**config.mk**
```make
export PLATFORM = sky130hd
export DESIGN_NAME = ccff_chain_loader
export DESIGN_NICKNAME = d
export VERILOG_FILES = /design/src/rtl/ccff_chain_loader.sv
export SDC_FILE = /design/constraint.sdc
export NUM_CORES = 1
export LEC_CHECK = 0
export CAP_MARGIN = 25
export CORE_ASPECT_RATIO = 1.1
export CORE_MARGIN = 3
export CORE_UTILIZATION = 30
export DETAILED_ROUTE_END_ITERATION = 12
export SETUP_SLACK_MARGIN = 0.5
export SYNTH_ARGS = -nofsm -noshare
export SYNTH_HDL_FRONTEND = slang
export SYNTH_SLANG_ARGS = --single-unit
```
**constraint.sdc**
```tcl
create_clock -name prog_clk -period 3.1 [get_ports prog_clk]
set_input_delay 0.62 -clock prog_clk [delete_from_list [all_inputs] [get_ports prog_clk]]
set_output_delay 0.62 -clock prog_clk [all_outputs]
set_load 0.01 [all_outputs]
```
**src/rtl/ccff_chain_loader.sv**
```systemverilog
// Streams a word-wide bitstream LSB-first into a serial configuration-flip-flop chain.
// Optional macro CCFF_LOADER_READBACK_EN adds a recirculating CRC-16-CCITT readback check.
module ccff_chain_loader #(
  parameter int CHAIN_LEN = 64,
  parameter int WORD_W    = 8
) (
  input  logic              prog_clk,
  input  logic              pReset_n,
  input  logic              start,
  input  logic [WORD_W-1:0] word_data,
  input  logic              word_valid,
  output logic              word_ready,
  output logic              ccff_head,
  output logic              ccff_shift_en,
  input  logic              ccff_tail,
  output logic              busy,
  output logic              done,
  output logic              error
);

  localparam int CNT_W  = $clog2(2 * CHAIN_LEN + 1);
  localparam int WCNT_W = $clog2(WORD_W + 1);
  localparam logic [CNT_W-1:0]  LAST_TX = CNT_W'(CHAIN_LEN - 1);
  localparam logic [WCNT_W-1:0] LAST_W  = WCNT_W'(WORD_W - 1);

`ifdef CCFF_LOADER_READBACK_EN
  localparam logic [CNT_W-1:0] LAST_RB = CNT_W'(2 * CHAIN_LEN - 1);
  typedef enum logic [2:0] {IDLE, FETCH, SHIFT, VERIFY, FINISH} state_t;

  function automatic logic [15:0] crc_upd(input logic [15:0] crc, input logic bit_in);
    logic fb;
    fb      = crc[15] ^ bit_in;
    crc_upd = {crc[14:0], 1'b0} ^ (fb ? 16'h1021 : 16'h0000);
  endfunction

  logic [15:0] r_crc_tx;
  logic [15:0] r_crc_rx;
  logic        r_recirc;
  logic        r_error;
`else
  typedef enum logic [2:0] {IDLE, FETCH, SHIFT, FINISH} state_t;
  logic w_unused_tail;
  assign w_unused_tail = ccff_tail;
`endif

  state_t             r_state;
  logic [CNT_W-1:0]   r_bitcnt;
  logic [WCNT_W-1:0]  r_wcnt;
  logic [WORD_W-1:0]  r_shreg;
  logic               r_head;
  logic               r_shift_en;
  logic               r_done;

  always_ff @(posedge prog_clk or negedge pReset_n) begin
    if (!pReset_n) begin
      r_state    <= IDLE;
      r_bitcnt   <= '0;
      r_wcnt     <= '0;
      r_head     <= 1'b0;
      r_shift_en <= 1'b0;
      r_done     <= 1'b0;
`ifdef CCFF_LOADER_READBACK_EN
      r_crc_tx   <= '0;
      r_crc_rx   <= '0;
      r_recirc   <= 1'b0;
      r_error    <= 1'b0;
`endif
    end else begin
      r_shift_en <= 1'b0;
      r_done     <= 1'b0;
`ifdef CCFF_LOADER_READBACK_EN
      r_recirc   <= 1'b0;
      // The bit leaving the tail on each recirculating shift feeds the readback CRC.
      if (r_recirc) r_crc_rx <= crc_upd(r_crc_rx, ccff_tail);
`endif
      case (r_state)
        IDLE: begin
          if (start) begin
            r_state  <= FETCH;
            r_bitcnt <= '0;
            r_wcnt   <= '0;
`ifdef CCFF_LOADER_READBACK_EN
            r_error  <= 1'b0;
            r_crc_tx <= 16'hFFFF;
            r_crc_rx <= 16'hFFFF;
`endif
          end
        end
        FETCH: begin
          if (word_valid) begin
            r_state <= SHIFT;
            r_wcnt  <= '0;
          end
        end
        SHIFT: begin
          r_head     <= r_shreg[0];
          r_shift_en <= 1'b1;
          r_bitcnt   <= r_bitcnt + CNT_W'(1);
          r_wcnt     <= r_wcnt + WCNT_W'(1);
`ifdef CCFF_LOADER_READBACK_EN
          r_crc_tx   <= crc_upd(r_crc_tx, r_shreg[0]);
          if (r_bitcnt == LAST_TX) r_state <= VERIFY;
`else
          if (r_bitcnt == LAST_TX) r_state <= FINISH;
`endif
          else if (r_wcnt == LAST_W) r_state <= FETCH;
        end
`ifdef CCFF_LOADER_READBACK_EN
        VERIFY: begin
          r_shift_en <= 1'b1;
          r_recirc   <= 1'b1;
          r_bitcnt   <= r_bitcnt + CNT_W'(1);
          if (r_bitcnt == LAST_RB) r_state <= FINISH;
        end
`endif
        FINISH: begin
          r_done  <= 1'b1;
          r_state <= IDLE;
`ifdef CCFF_LOADER_READBACK_EN
          // The final tail bit lands on this same edge, so fold it in before comparing.
          r_error <= (r_crc_tx != crc_upd(r_crc_rx, ccff_tail));
`endif
        end
        default: r_state <= IDLE;
      endcase
    end
  end

  always_ff @(posedge prog_clk) begin
    if (r_state == FETCH && word_valid) r_shreg <= word_data;
    else if (r_state == SHIFT)          r_shreg <= r_shreg >> 1;
  end

  assign word_ready    = (r_state == FETCH);
  assign busy          = (r_state != IDLE);
  assign ccff_shift_en = r_shift_en;
  assign done          = r_done;
`ifdef CCFF_LOADER_READBACK_EN
  // Tail passes straight to head while recirculating so the loop is exactly CHAIN_LEN long.
  assign ccff_head     = r_recirc ? ccff_tail : r_head;
  assign error         = r_error;
`else
  assign ccff_head     = r_head;
  assign error         = 1'b0;
`endif

endmodule

```
# Word level (Yosys, flattened, before mapping)
# Cells that the tools add are included.
[classes] addsub=2 n_eq_ne=8 n_mux=14 n_reduce_logical=9
[ops] operator="$mux 8" n=3
[ops] operator="$pmux 8 s2" n=1
[ops] operator="$mux 3" n=4
[ops] operator="$pmux 4 s3" n=1
[ops] operator="$pmux 3 s3" n=1
[ops] operator="$add 8x1->8 const B" n=1
[ops] operator="$eq 8x6->1 const B" n=1
[ops] operator="$mux 4" n=2
[ops] operator="$eq 3x2->1 const B" n=2
[ops] operator="$reduce_and 3->1" n=2
[ops] operator="$reduce_bool 3->1" n=2
[ops] operator="$add 4x1->4 const B" n=1
[ops] operator="$eq 4x3->1 const B" n=1
[ops] operator="$ne 2x2->1 const B" n=2
[ops] operator="$reduce_bool 2->1" n=2
[ops] operator="$eq 3x1->1 const B" n=1
[ops] operator="$logic_not 3->1" n=1
[ops] operator="$ne 3x3->1 const B" n=1
[ops] operator="$mux 1" n=2
[ops] operator="$reduce_and 2->1" n=1
[ops] operator="$logic_and 1x1->1" n=1
[totals] register_bits=26 in_bits=13 out_inout_bits=6

# Depth between registers and ports, before layout
# Gate-level depths: netlist of run 1.
[depth] word_depth=4 ltp_mapped=7 ltp_nobuf=5

# Worst setup path before layout of run 1
# No wires, ideal clock.
[synth_path] path_kind="register to register" from="register r_state[1]" to="register r_shreg[0] (enable)" setup_time_ns=0.329 t_arrival_ns=1.154 t_required_ns=2.771 slack_ns=1.618 path_stages_with_launch=6 path_buffers=2 period_less_slack_ns=1.482 cell_sequence="dfrtp_1 buf_2 nor2b_2 nand2_1 buf_2 nand2_1"
[synth_via] elab_chain_len=3
[synth_lines] item="start: declaration" line_no="46" text="state_t r_state;"
[synth_lines] item="start signal: assignment" line_no="56" text="r_state <= IDLE;"
[synth_lines] item="start signal: assignment" line_no="79" text="r_state <= FETCH;"
[synth_lines] item="start signal: assignment" line_no="91" text="r_state <= SHIFT;"
[synth_lines] item="$eq 3x1->1"
[synth_lines] item="named net word_ready" line_no="12" text="output logic word_ready,"
[synth_lines] item="$logic_and 1x1->1" line_no="130" text="if (r_state == FETCH && word_valid) r_shreg <= word_data;"
[synth_lines] item="$reduce_bool 2->1 (no source line)"
[synth_lines] item="end signal: assignment" line_no="130"
[synth_lines] item="end signal: assignment" line_no="131" text="else if (r_state == SHIFT) r_shreg <= r_shreg >> 1;"
[synth_lines] item="end: declaration" line_no="49" text="logic [WORD_W-1:0] r_shreg;"
# The timed path passes the listed nets, and every way through them passes these cells.
# A chain may end at the register's enable or synchronous reset.

# Worst setup path after layout of run 1
[layout_path] from="register r_state[1]" to="output port busy"
[layout_via] elab_chain_len=1
[layout_lines] item="$reduce_bool 3->1" line_no="135" text="assign busy = (r_state != IDLE);"
[layout_lines] item="end: declaration" line_no="16" text="output logic busy,"
# No other way between the ends.

==> qor.csv, run 1 <==
metric,value,unit
row_count,23,
fin_skew,0.00610,ns
path_clk_slew,0.09,ns
hold_violations,0,
vias_per_cell,4.92,
p_leak,0.576,nW
wire_per_inst,12.7,microns
design.die.area,4680,sq um
grt_usage,9.53,%
chipWidth,65.5,microns
grt_pass1_vias,758,
grt-ovfl-total,0,
worstPathRequired,2.48,ns
postCtsHoldBufs,0,
antenna_found_initial,0,
numCtsBuffers,3,
num-nets-final,133,
hpwl,1530,microns
r2r_slack,1.43,ns
firstDrtPassIters,4,
reg2reg_depth,5,
drive_gt1_share,12.8,%
arrival,1.59,ns
die_y,71.4,microns
final_area,1410,sq um
num_vias,822,
power_density,801,nW/um^2
min-delay-start,r_shreg[0]$_DFFE_PP_,
slowest_stage,dfrtp_1,
ios,19,
ir_worst_vdd,361,uV
setup_viol,0,
avgSynthCellArea,11.4,sq um
path_cells,or2_2 > clkdlybuf4s50_1,
min_period,2.21,ns
r2r_end,r_state[0]$_DFFE_PN0P_,
dpl_cell_area,1360,sq um
crit_path_max_fanout,10,
cts.sinks,25,
holdCritPathClass,flop to flop,
gp_congestion,0.707,
critical_path_class,flop to output pin,
ant_nets,0,
critPathCaptureType,output pin,
routed_wl,2120,microns
route.detailed.drc,0,
startpoint_type,flop,
status,completed,
hold_path_end,ccff_head$_DFFE_PN0P_,
drt_iter0_drc,21,
synth-seq-cells,25,
ctsResizeCount,0,
grt_first_pass_wirelength,3500,microns
synth_cell_types,35,
grt_max_degree,18,
cap_violations,0,
synthToLayoutAreaGrowth,20.4,%
root_buffer,clkbuf_8,
netlist_area,1170,sq um
fmax,452,MHz
rsz0062_at_grt,no,
worst-slew-pin-transition,0.768,ns
h-tree-depth,1,
drv_slew,0,
diodes,0,
insertion_delay,0.26,ns
initial_core_util,31.7,%
clk_path_buf_depth,2,
max_stage_delay,0.49,ns
ys_warn_count,0,
post_cts_buffers,0,
core_area,3680,sq um
yosysSeqAreaShare,57.0,%
period_share,71.3,%
synth_nets,117,
critPathLaunch,r_state[1]$_DFFE_PN0P_,
tns,0,ns
syn_inst,102,
cts_tree,yes,
whs_path_depth,2,
r2r-start,r_state[1]$_DFFE_PN0P_,
slew_headroom,48.7,%
io_buffers,16,
==> final cells by class <==
type                       instances  area, sq um
sequential                        25          666
fill                             385         2280
clock buffer                       4         45.0
multi-input combinational         69          457
tap                               50         62.6
inverter                           2         7.51
timing repair buffer              17          168
==> sequential cells by signal (all words and copies together) (netlist names) <==
signal         cells
r_bitcnt           8
r_shreg            8
r_wcnt             4
r_state            2
ccff_head          1
ccff_shift_en      1
done               1
==> layer usage <==
| layer | share of wire [%] | GRT usage (%) | up-vias |
|---|---|---|---|
| met2 | 48 | 15.4 | 25 |
| met3 | 5.8 | 2.04 | 0 |
| met5 | 0 | 0 | - |
| met1 | 46 | 12.9 | 393 |
| met4 | 0 | 2.76 | 0 |
| li1 | - | - | 404 |
==> cells in the final DEF (no fill, tap or decap), types with 3 or more instances in the layout <==
master            n
dfrtp_1          17
clkdlybuf4s50_1  16
o21ai_0          14
nand2_1          11
edfxtp_1          8
mux2_2            7
nand3_1           5
a22o_1            3
nand4_1           3
clkbuf_8          3
==> power by group <==
part / switching [W] / total (W) / leakage [nW] / internal (W)
Sequential: 0.0000828 / 0.000559 / 0.304 / 0.000476
Combinational: 0.000193 / 0.000376 / 0.249 / 0.000183
Clock: 0.0000986 / 0.000190 / 0.0228 / 0.0000918
Total: 0.000375 / 0.00113 / 0.576 / 0.000751
==> how the worst max path moves through the flow <==
stage	end	slack, ns	cells past startpoint
global placement	r_shreg[7]$_SDFFCE_PN0P_	0.93	3
CTS	busy	0.89	2
global route	busy	0.85	2
finish	busy	0.89	2
floorplan	r_shreg[0]$_DFFE_PP_	1.62	5
detailed placement	r_shreg[7]$_SDFFCE_PN0P_	0.91	3
==> worst max-delay path, delay by kind of cell, from the launching register on <==
kind | cells | cell delay [ns]
buffers and inverters | 1 | 0.48
flip-flops | 1 | 0.49
AND/OR/NAND/NOR | 1 | 0.35
==> Yosys cell counts (all sizes together) <==
library cell  instances  share of area, %
a21boi                1              0.64
a21o                  1              0.64
a21oi                 2              0.86
a22o                  3               2.3
a31oi                 2               1.1
a32o                  1              0.86
and2                  1              0.54
and3                  2               1.1
and4                  1              0.75
buf                   5               2.9
clkbuf                1              0.32
conb                  1              0.32
dfrtp                17                36
edfxtp                8                21
ha                    2               2.1
inv                   2              0.64
mux2                  7               6.8
nand2                11               3.5
nand2b                1              0.54
nand3                 6               3.6
nand4                 3               1.6
nor2                  1              0.32
nor2b                 1              0.75
nor3                  2              0.86
o21ai                14               6.0
o22ai                 1              0.54
o311ai                1              0.75
o32ai                 1              0.75
or2                   1              0.54
or4                   1              0.64
xnor2                 1              0.75
==> cell families after synthesis <==
| group | synth area share (%) |
|---|---|
| AND/OR/NAND/NOR | 14.8 |
| AO/OA/AOI/OAI | 14.4 |
| flip-flops | 57.0 |
| buffers and inverters | 3.86 |
| multiplexers | 6.75 |
| adder cells (fa/ha/maj) | 2.14 |
| other | 0.321 |
| XOR/XNOR | 0.750 |
==> per-stage QoR <==
step	cells	setup WS (ns)	total power (W)	util, %	hold slack (ns)
2_1_floorplan	102	1.62	0.000797	-	0.324
3_3_place_gp	163	0.928	0.000934	36.9	0.427
3_5_place_dp	163	0.909	0.000948	36.9	0.440
4_1_cts	167	0.889	0.00114	38.1	0.458
5_1_grt	167	0.847	0.00121	38.1	0.473
6_report	167	0.890	0.00113	38.1	0.450
Power figures use the tool's default switching activity.
==> run 2, diff against run 1 <==
clock period = 2.1 ns   (was 3.1 ns; I/O delays follow)
==> run 2 against run 1 <==
Effect of this change: power is 55% higher; via count is 5.4% higher; clock power is 47% higher; critical endpoint is now word_ready; critical path type unchanged; global-route usage is 0.53 points higher.
==> qor.csv, run 2 (synthesized netlist as in run 1, its figures left out) <==
metric,value,unit
synthToLayoutAreaGrowth,26.5,%
startpoint_type,flop,
root_buffer,clkbuf_8,
postCtsHoldBufs,0,
num_vias,866,
fmax,645,MHz
layout_commonest_cell,dfrtp_1,
holdCritPathClass,flop to flop,
place_ws,0.242,ns
combinationalPowerShare,37.2,%
wire_per_inst,12.8,microns
routed_wl,2210,microns
final_cells,173,
cts_tree,yes,
grt_usage,10.1,%
diodes,0,
critPathCaptureType,output pin,
io_buffers,16,
clkPwrFrac,16.0,%
ir_worst_vdd,475,uV
power_density,1180,nW/um^2
reg_top3,"r_bitcnt x8, r_shreg x8, r_wcnt x4",
setup_ws,0.549,ns
critical_path_class,flop to output pin,
setup_viol,0,
core_area,3680,sq um
rsz0062_at_grt,yes,
ant_nets,0,
worstPathRequired,1.68,ns
h-tree-depth,1,
num-fill-cells,402,
final_cell_mix,"15 x dfrtp_1, 14 x o21ai_0, 13 x clkdlybuf4s50_1",
crit_path_max_fanout,6,
chipWidth,65.5,microns
grt_pass1_vias,834,
die_y,71.4,microns
drv_slew,0,
path_clk_slew,0.09,ns
drive_gt1_share,22.8,%
gp_congestion,0.729,
firstDrtPassIters,4,
vias_per_cell,5.01,
cts.sinks,25,
num-nets-final,139,
drt_iter0_drc,12,
clk_path_buf_depth,2,
arrival,1.13,ns
route.detailed.drc,0,
switching_share,33.4,%
ios,19,
initial_core_util,31.7,%
fin_skew,0.00241,ns
status,completed,
hpwl,1560,microns
grt_max_degree,18,
power.switching,0.000583,W
insertion_delay,0.26,ns
min_period,1.55,ns
hold_violations,0,
grt-ovfl-total,0,
internal_power,0.00116,W
numCtsBuffers,3,
dp_cells,166,
p_leak,0.627,nW
pwr-share-seq,46.8,%
antenna_found_initial,0,
design.die.area,4680,sq um
grt_first_pass_wirelength,3750,microns
row_count,23,
period_share,73.9,%
cap_violations,0,
tns,0,ns
## run 2: cell types whose count changed in the layout (fill, tap and decap cells not counted), sizes merged
cell	change
buf	+6
clkdlybuf4s50	-3
clkinv	+2
clkdlybuf4s15	+1
dlymetal6s2s	+1
inv	-1
## run 2: timing repair
item | in CTS | in global routing
setup buffers | 3 | 0
resized for setup | 5 | 11
endpoints found under the setup margin | 2 | 25
## run 2: through the flow
| step | utilization [%] | power [W] | area (sq um) | hold slack, ns |
|---|---|---|---|---|
| after floorplan | - | 0.00118 | 1170 | 0.124 |
| after global placement | 37.5 | 0.00140 | 1380 | 0.427 |
| after detailed placement | 37.5 | 0.00141 | 1380 | 0.431 |
| after CTS | 39.5 | 0.00172 | 1450 | 0.453 |
| after global routing | 40.1 | 0.00187 | 1480 | 0.486 |
| final | 40.1 | 0.00175 | 1480 | 0.446 |
## run 2: path summary, 6_finish.rpt
kind | startpoint | to | slack, ns | depth (start not counted)
min in group asynchronous | pReset_n | r_bitcnt[1]$_DFFE_PN0P_ | 0.48 | 2
worst min register to register | r_shreg[0]$_DFFE_PP_ | ccff_head$_DFFE_PN0P_ | 0.45 | 2
worst max register to register | r_bitcnt[0]$_DFFE_PN0P_ | r_state[1]$_DFFE_PN0P_ | 0.63 | 4
worst max-delay path | r_state[0]$_DFFE_PN0P_ | word_ready | 0.55 | 2
max in group asynchronous | pReset_n | r_state[1]$_DFFE_PN0P_ | 1.42 | 2
worst min-delay path | r_shreg[0]$_DFFE_PP_ | ccff_head$_DFFE_PN0P_ | 0.45 | 2
## run 2: metal layers
metal	vias to the layer above	share of wire [%]	global-route usage (%)
met3	2	3.4	2.04
met1	427	45	12.1
met2	15	50	18.1
met4	0	0.54	2.76
met5	-	0	0
li1	422	-	-
## run 2: critical path: stages, from the launching register on
cell             delay, ns
dfrtp_2               0.41
nor2b_4               0.20
clkdlybuf4s15_1       0.26
## run 2: cell type report
class | instances | area (sq um) | area share (%)
clock inverter | 1 | 5.00 | 0.339
sequential | 25 | 668 | 45.3
timing repair buffer | 23 | 210 | 14.2
multi-input combinational | 69 | 477 | 32.3
tap | 50 | 62.6 | 4.24
clock buffer | 3 | 41.3 | 2.80
inverter | 2 | 12.5 | 0.847
## run 2: power by group through the flow
stage          registers, W  clock network (W)  logic [W]
4_1_cts            0.000810           0.000288   0.000625
5_1_grt            0.000843           0.000308   0.000722
2_1_floorplan      0.000798                  0   0.000378
6_report           0.000817           0.000279   0.000649
3_5_place_dp       0.000829                  0   0.000584
3_3_place_gp       0.000827                  0   0.000571
==> run 3, diff against run 2 <==
clock period = 1.3 ns   (was 2.1 ns; I/O delays follow)
==> run 3 against run 2 <==
Effect of this change: core utilization is 6.7 points higher; the flow now finishes with violations (setup timing); critical path depth rose by 2; final cell count grew 8.7%.
==> qor.csv, run 3 (synthesized netlist as in run 1, its figures left out) <==
metric,value,unit
max_stage_delay,0.42,ns
crit_path_max_fanout,9,
insertion_delay,0.27,ns
violations,setup timing,
drt_iter0_drc,49,
cap_violations,0,
whs,0.314,ns
clk_path_buf_depth,2,
ir_worst_vdd,1090,uV
grt_pass1_vias,914,
h-tree-depth,1,
antenna_found_initial,0,
synthToLayoutAreaGrowth,47.7,%
numCtsBuffers,3,
hpwl,1790,microns
rsz0062_at_grt,yes,
drive_gt1_share,45.7,%
final_cell_mix,"15 x dfrtp_1, 15 x buf_4, 10 x clkdlybuf4s50_1",
cts.sinks,25,
gp_congestion,0.756,
min_period,1.37,ns
drv_slew,0,
final_core_util,46.8,%
grt_usage,11.5,%
diodes,0,
arrival,1.40,ns
startpoint_type,flop,
fmax,731,MHz
critPathCaptureType,flop,
ios,19,
row_count,23,
cts_tree,yes,
grt_max_degree,18,
num-nets-final,154,
core_area,3680,sq um
ant_nets,0,
hold_violations,0,
chipWidth,65.5,microns
power_density,1970,nW/um^2
p_leak,0.738,nW
vias_per_cell,5.04,
io_buffers,16,
routed_wl,2680,microns
r2r-start,r_state[1]$_DFFE_PN0P_,
design.die.area,4680,sq um
reg_top3,"r_bitcnt x8, r_shreg x8, r_wcnt x4",
period_share,105,%
num_vias,947,
critical_path_class,flop to flop,
path_cells,buf_6 > nor2b_4 > nand2_4 > mux2_2,
firstDrtPassIters,3,
grt_first_pass_wirelength,4200,microns
grt-ovfl-total,0,
r2r_end,r_shreg[1]$_DFFE_PP_,
fin_skew,0.00533,ns
reg2reg_depth,4,
slowest_stage,dfrtp_1,
setup_ws,-0.0682,ns
wire_per_inst,14.3,microns
worstPathRequired,1.33,ns
route.detailed.drc,0,
root_buffer,clkbuf_8,
path_clk_slew,0.09,ns
r2r_slack,-0.07,ns
setup_viol,14,
holdCritPathClass,input port to asynchronous set/reset pin,
die_y,71.4,microns
initial_core_util,31.7,%
status,"finished, violations left",
[run 3: worst max-delay path, delay by kind of cell (launching register included)]
family                 cells  cell delay [ns]
buffers and inverters      1             0.13
and+or+nand+nor            2             0.27
muxes                      1             0.30
DFF                        1             0.42
[run 3: cell type report]
type,instances,area [sq um]
fillers,375,1960
flip-flops and latches,25,668
multi-input cells,69,577
repair buffers,38,350
well taps,50,62.6
clock buffers,3,41.3
inverters,2,20.0
clock inverters,1,5.00
[run 3: worst max path at each step]
| stage | start | to | slack, ns | cells after the start |
|---|---|---|---|---|
| floorplan | r_state[1]$_DFFE_PN0P_ | r_shreg[1]$_DFFE_PP_ | -0.05 | 5 |
| global placement | word_valid | r_shreg[4]$_DFFE_PP_ | -0.20 | 3 |
| detailed placement | word_valid | r_shreg[1]$_DFFE_PP_ | -0.22 | 3 |
| CTS | r_state[1]$_DFFE_PN0P_ | word_ready | -0.07 | 3 |
| global route | r_state[1]$_DFFE_PN0P_ | word_ready | -0.11 | 3 |
| finish | r_state[1]$_DFFE_PN0P_ | r_shreg[1]$_DFFE_PP_ | -0.07 | 4 |
[run 3: power breakdown]
group	internal (W)	total [W]	switching [W]
registers	0.00114	0.00129	0.000155
clock network	0.000214	0.000459	0.000244
logic	0.000856	0.00164	0.000783
total	0.00221	0.00339	0.00118
[run 3: what timing repair did]
action,CTS,global route
setup endpoints to repair,38,38
setup buffers,0,3
cloned,0,1
gates resized for setup,30,35
pin swaps,1,16
hold buffers,0,0
[run 3: per-stage QoR]
step	cell area [sq um]	total power, W	setup TNS [ns]	setup WS (ns)	cells
2_1_floorplan	1230	0.00204	-0.283	-0.0472	102
3_3_place_gp	1540	0.00258	-3.61	-0.201	180
3_5_place_dp	1540	0.00262	-4.06	-0.216	180
4_1_cts	1600	0.00314	-0.944	-0.0723	184
5_1_grt	1720	0.00361	-1.40	-0.106	188
6_report	1720	0.00339	-0.605	-0.0682	188
[run 3: metal layers]
| metal | up-vias | global-route usage [%] | wire [microns] |
|---|---|---|---|
| met5 | - | 0 | 0 |
| met4 | 0 | 2.76 | 30 |
| li1 | 447 | - | - |
| met2 | 25 | 18.7 | 1360 |
| met3 | 6 | 3.13 | 130 |
| met1 | 469 | 15.1 | 1160 |
